### src/rtl/fetch_pkg.sv
// fetch_pkg: types and defaults shared by the fetch unit and its instruction buffer.
// Buffer entries are stored at FETCH_W bits; fetch_unit supports DATA_WIDTH <= FETCH_W.
package fetch_pkg;

  localparam int unsigned FETCH_W = 32;

  localparam logic [FETCH_W-1:0] FETCH_RESET_PC = 32'h0000_0000;

  typedef enum logic [1:0] {
    ST_BOOT  = 2'd0,
    ST_FETCH = 2'd1,
    ST_FLUSH = 2'd2
  } fetch_state_t;

  typedef struct packed {
    logic [FETCH_W-1:0] pc;
    logic [FETCH_W-1:0] instr;
  } fetch_entry_t;

endpackage

### src/rtl/fetch_if.sv
// fetch_if: instruction ROM request/response bus. The fetch unit is the master;
// the ROM returns imem_rdata exactly one cycle after an accepted imem_req.
interface fetch_if #(
  parameter int unsigned DATA_WIDTH = 32
);

  logic                  imem_req;
  logic [DATA_WIDTH-1:0] imem_addr;
  logic [DATA_WIDTH-1:0] imem_rdata;

  modport master (
    output imem_req,
    output imem_addr,
    input  imem_rdata
  );

  modport slave (
    input  imem_req,
    input  imem_addr,
    output imem_rdata
  );

endinterface

### src/rtl/fetch_buffer.sv
// fetch_buffer: BUF_DEPTH-entry FIFO of {pc, instr}. BUF_DEPTH must be 2 or 4 so the
// pointers wrap naturally. clear has priority over push and pop.
module fetch_buffer import fetch_pkg::*; #(
  parameter  int unsigned BUF_DEPTH = 2,
  localparam int unsigned CNT_W     = $clog2(BUF_DEPTH + 1)
) (
  input  logic             clk,
  input  logic             rst,
  input  logic             push_i,
  input  logic             pop_i,
  input  logic             clear_i,
  input  fetch_entry_t     wdata_i,
  output fetch_entry_t     head_o,
  output logic [CNT_W-1:0] count_o
);

  localparam int unsigned PTR_W = $clog2(BUF_DEPTH);

  fetch_entry_t     mem_q [BUF_DEPTH];
  logic [PTR_W-1:0] wr_ptr_q;
  logic [PTR_W-1:0] rd_ptr_q;
  logic [CNT_W-1:0] count_q;

  // control: pointers and occupancy, cleared by reset or flush
  always_ff @(posedge clk) begin
    if (rst || clear_i) begin
      wr_ptr_q <= '0;
      rd_ptr_q <= '0;
      count_q  <= '0;
    end else begin
      if (push_i) wr_ptr_q <= wr_ptr_q + PTR_W'(1);
      if (pop_i)  rd_ptr_q <= rd_ptr_q + PTR_W'(1);
      count_q <= count_q + CNT_W'(push_i) - CNT_W'(pop_i);
    end
  end

  // storage: data entries are never reset, only validated by count_q
  always_ff @(posedge clk) begin
    if (push_i && !clear_i) mem_q[wr_ptr_q] <= wdata_i;
  end

  assign head_o  = mem_q[rd_ptr_q];
  assign count_o = count_q;

endmodule

### src/rtl/fetch_unit.sv
// fetch_unit: PC sequencing, BOOT/FETCH/FLUSH control and instruction buffer feeding.
// Optional feature macro FETCH_MISALIGN_TRAP_EN: when defined, a redirect whose target
// is not word-aligned is rejected and fetch_fault pulses for one cycle; when undefined,
// the target's low two bits are cleared and fetch_fault is tied low.
module fetch_unit import fetch_pkg::*; #(
  parameter int unsigned           DATA_WIDTH = 32,
  parameter logic [DATA_WIDTH-1:0] RESET_PC   = DATA_WIDTH'(FETCH_RESET_PC),
  parameter int unsigned           BUF_DEPTH  = 2
) (
  input  logic                  clk,
  input  logic                  rst,
  fetch_if.master               imem,
  output logic [DATA_WIDTH-1:0] instr,
  output logic [DATA_WIDTH-1:0] instr_pc,
  output logic                  instr_valid,
  input  logic                  instr_ready,
  input  logic                  redirect,
  input  logic [DATA_WIDTH-1:0] redirect_pc,
  output logic                  fetch_fault
);

  localparam int unsigned CNT_W = $clog2(BUF_DEPTH + 1);

  fetch_state_t          state_q, state_d;
  logic [DATA_WIDTH-1:0] pc_q, pc_d;
  logic                  vld_p1;
  logic [DATA_WIDTH-1:0] req_pc_p1;

  logic [CNT_W-1:0]      buf_count;
  logic                  buf_push, buf_pop, buf_clear;
  fetch_entry_t          buf_head, buf_wdata;
  logic [CNT_W:0]        occupancy;

  logic                  redir_take;
  logic [DATA_WIDTH-1:0] redir_target;

`ifdef FETCH_MISALIGN_TRAP_EN
  logic fault_q, fault_d;

  assign redir_take   = redirect && (state_q != ST_BOOT) && (redirect_pc[1:0] == 2'b00);
  assign fault_d      = redirect && (state_q != ST_BOOT) && (redirect_pc[1:0] != 2'b00);
  assign redir_target = redirect_pc;

  // fault register: one-cycle pulse after a rejected misaligned redirect
  always_ff @(posedge clk) begin
    if (rst) fault_q <= 1'b0;
    else     fault_q <= fault_d;
  end

  assign fetch_fault = fault_q;
`else
  function automatic logic [DATA_WIDTH-1:0] word_align(input logic [DATA_WIDTH-1:0] a);
    return a & ~DATA_WIDTH'(3);
  endfunction

  assign redir_take   = redirect && (state_q != ST_BOOT);
  assign redir_target = word_align(redirect_pc);
  assign fetch_fault  = 1'b0;
`endif

  // Entries already buffered plus the one in flight, less the one leaving this cycle.
  assign buf_pop   = instr_valid && instr_ready;
  assign occupancy = {1'b0, buf_count} + (CNT_W+1)'(vld_p1) - (CNT_W+1)'(buf_pop);

  // state register
  always_ff @(posedge clk) begin
    if (rst) state_q <= ST_BOOT;
    else     state_q <= state_d;
  end

  // next-state: a redirect in FLUSH keeps the unit in FLUSH for one more cycle
  always_comb begin
    state_d = state_q;
    case (state_q)
      ST_BOOT:  state_d = ST_FETCH;
      ST_FETCH: if (redir_take) state_d = ST_FLUSH;
      ST_FLUSH: if (!redir_take) state_d = ST_FETCH;
      default:  state_d = ST_BOOT;
    endcase
  end

  // outputs: request issue, buffer push/clear and next PC
  always_comb begin
    imem.imem_req = 1'b0;
    buf_push      = 1'b0;
    buf_clear     = 1'b0;
    pc_d          = pc_q;
    case (state_q)
      ST_FETCH: begin
        if (redir_take) begin
          buf_clear = 1'b1;
          pc_d      = redir_target;
        end else begin
          buf_push = vld_p1;
          if (occupancy < (CNT_W+1)'(BUF_DEPTH)) begin
            imem.imem_req = 1'b1;
            pc_d          = pc_q + DATA_WIDTH'(4);
          end
        end
      end
      ST_FLUSH: if (redir_take) pc_d = redir_target;
      default: ;
    endcase
  end

  // PC register
  always_ff @(posedge clk) begin
    if (rst) pc_q <= RESET_PC;
    else     pc_q <= pc_d;
  end

  // stage p0 -> p1: request in flight; a request pending at reset is dropped
  always_ff @(posedge clk) begin
    if (rst) vld_p1 <= 1'b0;
    else     vld_p1 <= imem.imem_req;
  end

  // stage p0 -> p1: address of the request, paired with the returning ROM word
  always_ff @(posedge clk) begin
    req_pc_p1 <= pc_q;
  end

  assign imem.imem_addr = pc_q;
  assign buf_wdata      = '{pc: FETCH_W'(req_pc_p1), instr: FETCH_W'(imem.imem_rdata)};

  fetch_buffer #(
    .BUF_DEPTH (BUF_DEPTH)
  ) u_buffer (
    .clk     (clk),
    .rst     (rst),
    .push_i  (buf_push),
    .pop_i   (buf_pop),
    .clear_i (buf_clear),
    .wdata_i (buf_wdata),
    .head_o  (buf_head),
    .count_o (buf_count)
  );

  assign instr_valid = (buf_count != '0);
  assign instr       = DATA_WIDTH'(buf_head.instr);
  assign instr_pc    = DATA_WIDTH'(buf_head.pc);

endmodule

### src/flat_wrapper.sv
// flat-port wrapper written by rule: the top's interface ports become plain ports
module fetch_unit_flat import fetch_pkg::*;
#(
  parameter int unsigned           DATA_WIDTH = 32,
  parameter logic [DATA_WIDTH-1:0] RESET_PC   = DATA_WIDTH'(FETCH_RESET_PC),
  parameter int unsigned           BUF_DEPTH  = 2
)
  (clk, rst, instr, instr_pc, instr_valid, instr_ready, redirect, redirect_pc, fetch_fault, imem_imem_req, imem_imem_addr, imem_imem_rdata);
  fetch_if #(.DATA_WIDTH(DATA_WIDTH)) imem_i ();
  input  logic clk;
  input  logic rst;
  output logic [DATA_WIDTH-1:0] instr;
  output logic [DATA_WIDTH-1:0] instr_pc;
  output logic instr_valid;
  input  logic instr_ready;
  input  logic redirect;
  input  logic [DATA_WIDTH-1:0] redirect_pc;
  output logic fetch_fault;
  output wire logic [$bits(imem_i.imem_req)-1:0] imem_imem_req;
  output wire logic [$bits(imem_i.imem_addr)-1:0] imem_imem_addr;
  input wire logic [$bits(imem_i.imem_rdata)-1:0] imem_imem_rdata;
  assign imem_imem_req = imem_i.imem_req;
  assign imem_imem_addr = imem_i.imem_addr;
  assign imem_i.imem_rdata = imem_imem_rdata;
  fetch_unit #(.DATA_WIDTH(DATA_WIDTH), .RESET_PC(RESET_PC), .BUF_DEPTH(BUF_DEPTH)) u_core (.clk(clk), .rst(rst), .imem(imem_i), .instr(instr), .instr_pc(instr_pc), .instr_valid(instr_valid), .instr_ready(instr_ready), .redirect(redirect), .redirect_pc(redirect_pc), .fetch_fault(fetch_fault));
endmodule
### config.mk
export PLATFORM = sky130hd
export DESIGN_NAME = fetch_unit_flat
export DESIGN_NICKNAME = d
export VERILOG_FILES = /design/src/rtl/fetch_pkg.sv /design/src/rtl/fetch_if.sv /design/src/rtl/fetch_buffer.sv /design/src/rtl/fetch_unit.sv /design/src/flat_wrapper.sv
export SDC_FILE = /design/constraint.sdc
export NUM_CORES = 1
export LEC_CHECK = 0
export CAP_MARGIN = 10
export CORE_UTILIZATION = 50
export CTS_CLUSTER_SIZE = 20
export DETAILED_ROUTE_END_ITERATION = 12
export PLACE_DENSITY = 0.88
export SLEW_MARGIN = 20
export SYNTH_ARGS = -nofsm -noshare
export SYNTH_HDL_FRONTEND = slang
export SYNTH_SLANG_ARGS = --single-unit
### constraint.sdc
create_clock -name clk -period 5.7 [get_ports clk]
set_clock_uncertainty 0.1 [all_clocks]
set_input_delay 1.425 -clock clk [delete_from_list [all_inputs] [get_ports clk]]
set_output_delay 1.425 -clock clk [all_outputs]
set_load 0.01 [all_outputs]
==> results.sh <==
export IMPL_tightest_slew_ns=0.775
export IMPL_final_max_slew_viol_count=0
export IMPL_endpoint_kind="primary output"
export IMPL_max_slew_margin=0.482
export IMPL_place_ws_ns=0.269
export IMPL_hold_viol_final=0
export IMPL_grt_pass1_wl_mm=26.8
export IMPL_hold_class="flop to flop"
export IMPL_dpl_hpwl_mm=11.5
export IMPL_path_class="input port to primary output"
export IMPL_status="finished with violations"
export IMPL_power_density_mw_per_mm2=406
export IMPL_violations="design-rule violations"
export IMPL_clkLatencyLatePin_ns=0.43
export IMPL_ys_flop_type="edfxtp_1"
export IMPL_cts_clk_slew_worst_paths_ns=0.07
export IMPL_drc=28
export IMPL_grt_use_total=0.225
export IMPL_cts_buffers_inserted=17
export IMPL_die_w_um=125
export IMPL_finalSetupViolations=0
export IMPL_cp_max_fo=3
export IMPL_p_leak_nw=3.31
export IMPL_htree_num_levels=4
export IMPL_synth_seq_cells=192
export IMPL_tritoncts="done"
export IMPL_overflow=0
export IMPL_ys_async_sr_fraction=0
export IMPL_drive_above_1_share=0.165
export IMPL_dr_pass1_iters=10
export IMPL_finalWeightedCongestion=0.845
export IMPL_io_pins=167
export IMPL_syn_to_final_growth_pct=31.1
export IMPL_tns_ns=0
export IMPL_rsz0062_at_grt="false"
export IMPL_numPortBuffers=159
export IMPL_fp_row_count=44
export IMPL_routedWlPerCell_um=19.0
export IMPL_ctsHoldBuffers=0
export IMPL_design_die_area_mm2=0.0156
export IMPL_root_buffer="clkbuf_16"
export IMPL_ys_types=63
export IMPL_grt_max_degree=44
export IMPL_drtIter0Drc=572
export IMPL_synth_area_mm2=0.00753
export IMPL_wl_mm=17.0
export IMPL_antenna_found_initial=0
export IMPL_fin_crit_sh=0.955
export IMPL_core_area_mm2=0.0146
export IMPL_required_ns=4.18
export IMPL_num_nets_final=777
export IMPL_netlist_instances=541
export IMPL_stdcell_count=897
export IMPL_fill_cells=1022
export IMPL_layout_common_cells="clkdlybuf4s50_1 (159), edfxtp_1 (124), dfxtp_1 (67)"
export IMPL_start_kind="input port"
export IMPL_stdcell_area_mm2=0.00988
export IMPL_route_detailed_vias_per_inst=5.77
export IMPL_place_inst=865
export IMPL_final_common_cell="clkdlybuf4s50_1"
export IMPL_setup_ws_ns=0.259
export IMPL_yosysSeqAreaShare=0.675
export IMPL_syn_avg_cell_area_um2=13.9
export IMPL_synth_edff_count=124
export IMPL_diodes=0
export IMPL_start_util=0.514
export IMPL_post_cts_resized=0
export IMPL_drv_cap=0
export IMPL_first_global_vias=5227
export IMPL_cts_sinks=192
export IMPL_r2r_slack_ns=2.21
export IMPL_clock_path_buffers=2
export IMPL_ant_nets=0
export IMPL_yosysWarnings=0
export IMPL_ir_drop_mv=0.347
export IMPL_cts_setup_buffers=0
export IMPL_period_needed_ns=5.44
export IMPL_chipHeight_um=125
export IMPL_arrival_ns=3.92
export IMPL_place_area_mm2=0.00929
export IMPL_max_freq_ghz=0.184
export IMPL_dr_total_vias=5175
logic make-up after synthesis:
family,Yosys count,share of synthesized area
xor+xnor,4,0.00465
fa+ha+maj,9,0.0159
compound gates,99,0.0860
flops,192,0.675
simple gates,131,0.0933
buf+inv,41,0.0292
other cells,1,0.000498
mux,64,0.0953
state kept, by name (all words and copies together) (netlist names), named ones only:
register and count:
u_core.imem.imem_addr 30, u_core.req_pc_p1 30, u_core.state_q 2, u_core.u_buffer.count_o 2
u_core.u_buffer.mem_q 124, u_core.u_buffer.rd_ptr_q 1, u_core.u_buffer.wr_ptr_q 1, u_core.vld_p1 1
path summary, 6_finish.rpt:
kind	end	depth (start not counted)	startpoint
max reg2reg	u_core.imem.imem_addr[13]$_SDFFE_PP0P_	10	u_core.u_buffer.count_o[1]$_SDFF_PP0_
max	imem_imem_req	9	instr_ready
min	u_core.req_pc_p1[24]$_DFF_P_	0	u_core.imem.imem_addr[24]$_SDFFE_PP0P_
min reg2reg	u_core.req_pc_p1[24]$_DFF_P_	0	u_core.imem.imem_addr[24]$_SDFFE_PP0P_
metrics by stage:
step	util	total power [W]	hold slack, ns
global route	0.674	0.00417	0.321
CTS	0.674	0.00402	0.311
global placement	0.634	0.00281	0.294
finish	0.674	0.00401	0.308
floorplan	-	0.00237	0.297
detailed placement	0.634	0.00285	0.303
worst max-delay path: stages:
cell	delay, ns
clkdlybuf4s50_1	0.44
and2_1	0.18
ha_1	0.24
nand2b_1	0.15
fa_1	0.38
xnor2_1	0.29
nand2_1	0.15
nor2_1	0.11
clkdlybuf4s50_1	0.54
Yosys cell counts (2+ instances only):
cell type / number / share of area
or2_2: 3 / 0.0025
and3_1: 2 / 0.0017
inv_1: 11 / 0.0055
a211oi_1: 13 / 0.013
o32ai_1: 2 / 0.0023
a31oi_1: 3 / 0.0025
nand2b_1: 4 / 0.0033
mux2_2: 62 / 0.093
a21oi_1: 28 / 0.019
o32a_1: 3 / 0.0040
buf_4: 5 / 0.0050
buf_2: 6 / 0.0040
nand4_1: 7 / 0.0058
a311oi_1: 3 / 0.0035
nor4_1: 6 / 0.0050
mux2i_1: 2 / 0.0027
dfxtp_1: 68 / 0.18
nor4b_1: 2 / 0.0023
nand3_1: 13 / 0.0086
and2_1: 4 / 0.0033
and3b_1: 3 / 0.0035
and4_1: 2 / 0.0023
nor2_1: 33 / 0.016
nor3_1: 14 / 0.0093
edfxtp_1: 124 / 0.49
nand2_1: 23 / 0.011
xnor2_1: 3 / 0.0035
or3_1: 2 / 0.0017
o21ai_0: 21 / 0.014
o31ai_1: 4 / 0.0040
buf_6: 4 / 0.0060
clkbuf_1: 14 / 0.0070
o22ai_1: 9 / 0.0075
o221ai_1: 2 / 0.0023
ha_1: 8 / 0.013
power breakdown:
part           internal, W  switching [W]
clock network     0.000670       0.000501
registers          0.00163       0.000140
logic             0.000551       0.000520
per-layer routing:
metal	wire, µm	global-route usage
met2	8510	0.384
met4	432	0.0937
met5	0	0
met3	1580	0.0558
met1	6530	0.270
cell type report:
| type | count | area, µm² | area share |
|---|---|---|---|
| Sequential cell | 192 | 5090 | 0.515 |
| Multi-Input combinational cell | 312 | 2260 | 0.229 |
| Timing Repair Buffer | 166 | 1670 | 0.169 |
| Clock buffer | 23 | 499 | 0.0505 |
| Tap cell | 184 | 230 | 0.0233 |
| Clock inverter | 9 | 91.3 | 0.00925 |
| Inverter | 11 | 41.3 | 0.00418 |
Note: power is estimated with default switching activity, not from simulation.
